===== src/rtl/frame_sequencer.sv =====
// frame_sequencer: runs one ERASE -> UPDATE -> DRAW frame per accepted 30 Hz tick.
//   Each phase is a level req / done handshake with its engine. A completed-frame
//   counter (0..FRAME_MAX) and a once-per-second pulse feed the debug display.
//   One tick that arrives mid-frame is held as pending. Any further tick in the
//   same frame is dropped.
// Optional feature macro: FRAME_SEQ_OVERRUN_CNT_EN
//   When defined, dropped ticks are counted in overrun_count, which saturates at 255.
//   When undefined, overrun_count is tied to 0.
// Ports:
//   clock, resetn                    clock, async active-low reset
//   frame_tick                       1-cycle 30 Hz pulse
//   enable                           accept new frames (0 = pause after current frame)
//   erase_done/update_done/draw_done engine completion, sampled only in own phase
//   erase_req/update_req/draw_req    phase request levels (one-hot or all 0)
//   busy                             frame in flight
//   frame_done, sec_tick             1-cycle completion / wrap pulses
//   frame_count                      completed frames modulo FRAME_MAX+1
//   overrun_count                    dropped ticks (saturating)
module frame_sequencer #(
  parameter int unsigned FRAME_W   = 5,
  parameter int unsigned FRAME_MAX = 29
) (
  input  logic               clock,
  input  logic               resetn,
  input  logic               frame_tick,
  input  logic               enable,
  input  logic               erase_done,
  input  logic               update_done,
  input  logic               draw_done,
  output logic               erase_req,
  output logic               update_req,
  output logic               draw_req,
  output logic               busy,
  output logic               frame_done,
  output logic               sec_tick,
  output logic [FRAME_W-1:0] frame_count,
  output logic [7:0]         overrun_count
);

  localparam int unsigned OVR_W = 8;

  localparam logic [1:0] ST_IDLE   = 2'd0;
  localparam logic [1:0] ST_ERASE  = 2'd1;
  localparam logic [1:0] ST_UPDATE = 2'd2;
  localparam logic [1:0] ST_DRAW   = 2'd3;

  logic [1:0]         state_q, state_d;
  logic               pending_q, pending_d;
  logic [FRAME_W-1:0] count_q, count_d;
  logic               frame_done_q, frame_done_d;
  logic               sec_tick_q, sec_tick_d;
  logic               erase_req_q, update_req_q, draw_req_q, busy_q;

  // Next-state, pending-tick and frame-counter logic
  always_comb begin
    state_d      = state_q;
    pending_d    = pending_q;
    count_d      = count_q;
    frame_done_d = 1'b0;
    sec_tick_d   = 1'b0;

    case (state_q)
      ST_IDLE: begin
        if (enable && (frame_tick || pending_q)) begin
          state_d   = ST_ERASE;
          pending_d = 1'b0;
        end else if (!enable) begin
          pending_d = 1'b0;
        end
      end
      ST_ERASE: begin
        if (erase_done) state_d = ST_UPDATE;
      end
      ST_UPDATE: begin
        if (update_done) state_d = ST_DRAW;
      end
      ST_DRAW: begin
        if (draw_done) begin
          state_d      = ST_IDLE;
          frame_done_d = 1'b1;
          if (count_q == FRAME_W'(FRAME_MAX)) begin
            count_d    = '0;
            sec_tick_d = 1'b1;
          end else begin
            count_d = count_q + FRAME_W'(1);
          end
        end
      end
      default: state_d = ST_IDLE;
    endcase

    // A tick during a frame is remembered once. This also covers a tick on the draw_done edge.
    if ((state_q != ST_IDLE) && frame_tick && !pending_q) pending_d = 1'b1;
  end

  // State register plus registered outputs decoded from the next state
  always_ff @(posedge clock or negedge resetn) begin
    if (!resetn) begin
      state_q      <= ST_IDLE;
      pending_q    <= 1'b0;
      count_q      <= '0;
      frame_done_q <= 1'b0;
      sec_tick_q   <= 1'b0;
      erase_req_q  <= 1'b0;
      update_req_q <= 1'b0;
      draw_req_q   <= 1'b0;
      busy_q       <= 1'b0;
    end else begin
      state_q      <= state_d;
      pending_q    <= pending_d;
      count_q      <= count_d;
      frame_done_q <= frame_done_d;
      sec_tick_q   <= sec_tick_d;
      erase_req_q  <= (state_d == ST_ERASE);
      update_req_q <= (state_d == ST_UPDATE);
      draw_req_q   <= (state_d == ST_DRAW);
      busy_q       <= (state_d != ST_IDLE);
    end
  end

`ifdef FRAME_SEQ_OVERRUN_CNT_EN
  logic             overrun_hit_c;
  logic [OVR_W-1:0] overrun_q;

  // Second and later ticks within one frame are dropped
  assign overrun_hit_c = (state_q != ST_IDLE) && frame_tick && pending_q;

  // Saturating overrun counter, cleared only by reset
  always_ff @(posedge clock or negedge resetn) begin
    if (!resetn) begin
      overrun_q <= '0;
    end else if (overrun_hit_c && (overrun_q != {OVR_W{1'b1}})) begin
      overrun_q <= overrun_q + OVR_W'(1);
    end
  end

  assign overrun_count = overrun_q;
`else
  assign overrun_count = OVR_W'(0);
`endif

  assign erase_req   = erase_req_q;
  assign update_req  = update_req_q;
  assign draw_req    = draw_req_q;
  assign busy        = busy_q;
  assign frame_done  = frame_done_q;
  assign sec_tick    = sec_tick_q;
  assign frame_count = count_q;

endmodule

===== config.mk =====
export PLATFORM = sky130hd
export DESIGN_NAME = frame_sequencer
export DESIGN_NICKNAME = d
export VERILOG_FILES = /design/src/rtl/frame_sequencer.sv
export SDC_FILE = /design/constraint.sdc
export NUM_CORES = 1
export LEC_CHECK = 0
export ABC_AREA = 1
export BUFFER_PORTS_ARGS = -buffer_cell sky130_fd_sc_hd__buf_2
export CAP_MARGIN = 20
export CORE_MARGIN = 2
export CORE_UTILIZATION = 46
export CTS_CLUSTER_SIZE = 10
export DETAILED_ROUTE_END_ITERATION = 16
export GPL_TIMING_DRIVEN = 0
export PLACE_DENSITY = 0.74
export SLEW_MARGIN = 20
export SYNTH_ARGS = -nofsm -noshare
export SYNTH_HDL_FRONTEND = slang
export SYNTH_SLANG_ARGS = --single-unit
export TNS_END_PERCENT = 5

===== constraint.sdc =====
create_clock -name clock -period 1.4 [get_ports clock]
set_input_delay 0.21 -clock clock [delete_from_list [all_inputs] [get_ports clock]]
set_output_delay 0.21 -clock clock [all_outputs]
set_load 0.03 [all_outputs]

# Word level (Yosys, flattened, before mapping)

Index checks and enable logic that the tools add are counted.
Widths: inputs -> output; s select.

Register bits after elaboration: 14
Input port bits: 7
Output and inout bits: 19
Logic and storage cells: 44

Add/subtract/negate cells: 1
Equality and inequality tests: 8
Mux-type cells: 15
Reductions and logical operators: 11

Operators by type and width:

| kind                | number |
|---|---|
| $mux 1              | 9 |
| $eq 2x2->1 const B  | 4 |
| $mux 2              | 4 |
| $pmux 2 s4          | 1 |
| $reduce_bool 2->1   | 3 |
| $add 5x1->5 const B | 1 |
| $eq 5x5->1 const B  | 1 |
| $mux 5              | 1 |
| $eq 2x1->1 const B  | 2 |
| $reduce_and 2->1    | 2 |
| $logic_and 1x1->1   | 3 |
| $ne 3x1->1 const B  | 1 |
| $logic_not 2->1     | 1 |
| $logic_not 1->1     | 1 |
| $logic_or 1x1->1    | 1 |

# Depth between registers and ports, before layout

Depth after elaboration: 5
Gate-level depth with buffers: 7
Mapped depth without buffers: 7

# Worst setup path before layout

OpenSTA, ideal clock, no wires.

Path kind: register -> register
From: reg count_q[1], in the netlist frame_count[1]
To: reg count_q[1], in the netlist frame_count[1]
Library setup time: 0.076 ns
Data arrival time: 1.176 ns
Data required time: 1.324 ns
Slack: 0.148 ns
Cell stages (with the launch flop): 5
Buffers on the path: 0
Clock period less this slack: 1.252 ns
Cells stage by stage: dfrtp_1 inv_1 ha_1 or2_0 o21ai_1

Word-level cells in the longest chain between the ends: 2
Elaborated cells between the ends (all ways): 3
Classes of those cells: add/sub (1); eq/ne (1); mux (1)

Ends and longest elaborated chain:

| element                                          | RTL line | RTL |
|---|---|---|
| start, declared                                  | 49       | `logic [FRAME_W-1:0] count_q, count_d;` |
| start signal, assigned                           | 111      | `count_q <= count_d;` |
| $add 5x1->5 / $eq 5x5->1 (equally long branches) | 85, 81   |  |
| $mux 5 (*)                                       | 81       | `if (count_q == FRAME_W'(FRAME_MAX)) begin` |

Every way passes the cells marked *; elsewhere a longest branch is shown, timed or not.
A chain may end at the register's enable or synchronous reset.

# Worst setup path in the final report

From: reg count_q[1], in the netlist frame_count[1]
To: reg count_q[2], in the netlist frame_count[2]

Same word-level chain as after synthesis.

==> flow_summary_export.csv <==
group,metric,value,unit
routing,vias,581,
critical_path,critPathKind,"register to register",
global_route,antenna_found_initial,0,
layout,final_area,866,um^2
logic_synthesis,synthCells,81,
routing,drt-total-wl,1300,um
timing,fmax,810,MHz
timing,grt_setup_unrepaired,"false",
logic_synthesis,yosysWarnings,0,
global_route,grt_pass1_vias,550,
die,core.rowCount,13,
die,ios,26,
job,cap_violations,0,
status,status,"finished, final reports clean",
timing,drv_slew,0,
die,die_w,42.7,um
clock_network,cts_sinks,14,
clock_network,insertion_delay,0.28,ns
logic_synthesis,yosys-top-cells-area,"dfrtp_1 51%, buf_4 8.7%, nand3_1 6.5%",
critical_path,end_kind,"register",
layout,layout_commonest_cell,"buf_2",
layout,area_growth,25.6,%
logic_synthesis,synth.cell_area,689,um^2
logic_synthesis,synth_top_area_share,50.8,%
routing,drtIter0Drc,11,
logic_synthesis,synth_seq_cells,14,
critical_path,regToRegSetupSlack,0.17,ns
routing,drc,0,
placed_design,io_buffers,17,
clock_network,ctsResizeCount,0,
routing,via_per_inst,4.65,
critical_path,worstRegToRegCells,7,
placed_design,dp_hpwl,957,um
die,start_util,51.1,%
timing,finalSetupViolations,0,
timing,hold_viol,0,
logic_synthesis,synth_top_area_cell,"dfrtp_1",
clock_network,postCtsSetupBuffers,0,
placed_design,routabilityCongestion,0.748,
timing,min_period,1.23,ns
timing,finalSetupTns,0,ns
critical_path,critical_path_arrival,1.41,ns
global_route,grt.total_usage,15.5,%
clock_network,clk_pin_slew_worst_paths,0.09,ns
placed_design,dpl_cell_area,820,um^2
layout,drive_gt1_share,28.2,%
layout,antenna_cells,0,
die,design.core.area,1350,um^2
layout,final_cell_mix,"17 x buf_2, 14 x dfrtp_1, 12 x nand2_1",
clock_network,cts_tree,"yes",
clock_network,cts-root-buf,"clkbuf_4",
die,dieArea,1820,um^2
logic_synthesis,synth.avg_cell_area,8.51,um^2
timing,fin_skew,0.00278,ns
global_route,grt.overflow.total,0,
clock_network,h-tree-depth,1,
logic_synthesis,synth.distinct_cells,17,
die,die_h,42.7,um
global_route,grt_first_pass_wirelength,2170,um
logic_synthesis,ys_seq_area_share,50.8,%
pwr,power_density,2180,nW/um^2
critical_path,crit_path_max_fanout,5,
critical_path,worstPathRequired,1.57,ns
routing,drtPass1Iterations,4,
global_route,grt_max_degree,15,
worst_hold_path,hold_path_depth,3,
layout,nFillCells,110,
worst_hold_path,hold_path.class,"primary input to register",
layout,fin_nets,120,
pwr,leakage,0.000511,uW
routing,ant_nets,0,
timing,fin_crit_sh,88.2,%
clock_network,cts_max_path_buffers,2,
routing,post_drt_wl_per_cell,10.4,um
pwr,vdd_ir_drop_max,1020,uV
critical_path,cp-start-kind,"register",
clock_network,cts_buffers,3,
## stage by stage
| stage | total power [uW] | util, % | std cells | hold slack, ns | setup WS (ns) |
|---|---|---|---|---|---|
| floorplan | 1360 | - | 88 | -0.0856 | 0.148 |
| global placement | 1580 | 60.7 | 120 | 0.115 | 0.193 |
| detailed placement | 1610 | 60.7 | 120 | 0.122 | 0.190 |
| CTS | 1910 | 64.1 | 125 | 0.165 | 0.173 |
| global route | 2040 | 64.1 | 125 | 0.196 | 0.0270 |
| finish | 1890 | 64.1 | 125 | 0.170 | 0.166 |
## cell families (layout without fill, tap and decap cells)
kind of cell             Yosys count  in the layout  synth area share (%)
other                              1              8                 0.544
buffers and inverters             19             41                  14.7
flip-flops                        14             14                  50.8
AO/OA/AOI/OAI                      6              6                  4.35
AND/OR/NAND/NOR                   39             39                  26.0
adder cells (fa/ha/maj)            2              2                  3.63
## synth_stat cells, drive strengths merged
master  instances
inv            11
buf             8
nand4           3
or2             1
dfrtp          14
nand3b          1
conb            1
nor2           11
a21oi           2
o21ai           4
ha              2
nor3            1
nand3          10
nand2          12
## where the power goes
part           leakage, uW  internal (uW)  switching [uW]
clock            0.0000210            158             133
combinational     0.000317            262             599
sequential        0.000173            577             163
## final timing paths
path,from,to
worst max-delay path,frame_count[1],frame_count[2]
worst min register to register,pending_q,pending_q
min in group asynchronous,resetn,draw_req
worst min-delay path,frame_tick,pending_q
max in group asynchronous,resetn,sec_tick
worst max register to register,frame_count[1],frame_count[2]
## what timing repair did
| item | 4_1_cts | 5_1_grt |
|---|---|---|
| hold buffers | 1 | 0 |
| endpoints found under the setup margin | 0 | 0 |
| hold endpoints to repair | 14 | 0 |
## metal layers
metal  up-vias  GRT usage (%)  share of wire, %
met5         -              0                 0
met4         0           9.38              0.93
met3         2           1.28               4.3
met2        18           27.3                50
met1       260           18.0                45
li1        301              -                 -
## sequential cells by signal (all words and copies together) (netlist names)
signal / cells
frame_count: 5
state_q: 2
busy: 1
draw_req: 1
erase_req: 1
frame_done: 1
pending_q: 1
sec_tick: 1
update_req: 1
## worst max-delay path, cell delays in order, from the launching register on
cell	delay, ns
dfrtp_1	0.44
inv_1	0.07
ha_1	0.16
nand3_1	0.08
nor2_1	0.15
nand2_1	0.11
nand2_1	0.08
nor2_1	0.04
## layout make-up
type                            instances  area [um^2]  area share, %
Timing Repair Buffer                   18         95.1           11.0
Clock buffer                            4         36.3           4.19
Buffer                                  8         60.1           6.94
Inverter                               11         41.3           4.77
Multi-Input combinational cell         55          264           30.5
Sequential cell                        14          350           40.5
Tap cell                               15         18.8           2.17
(Power assumes the default switching activity.)
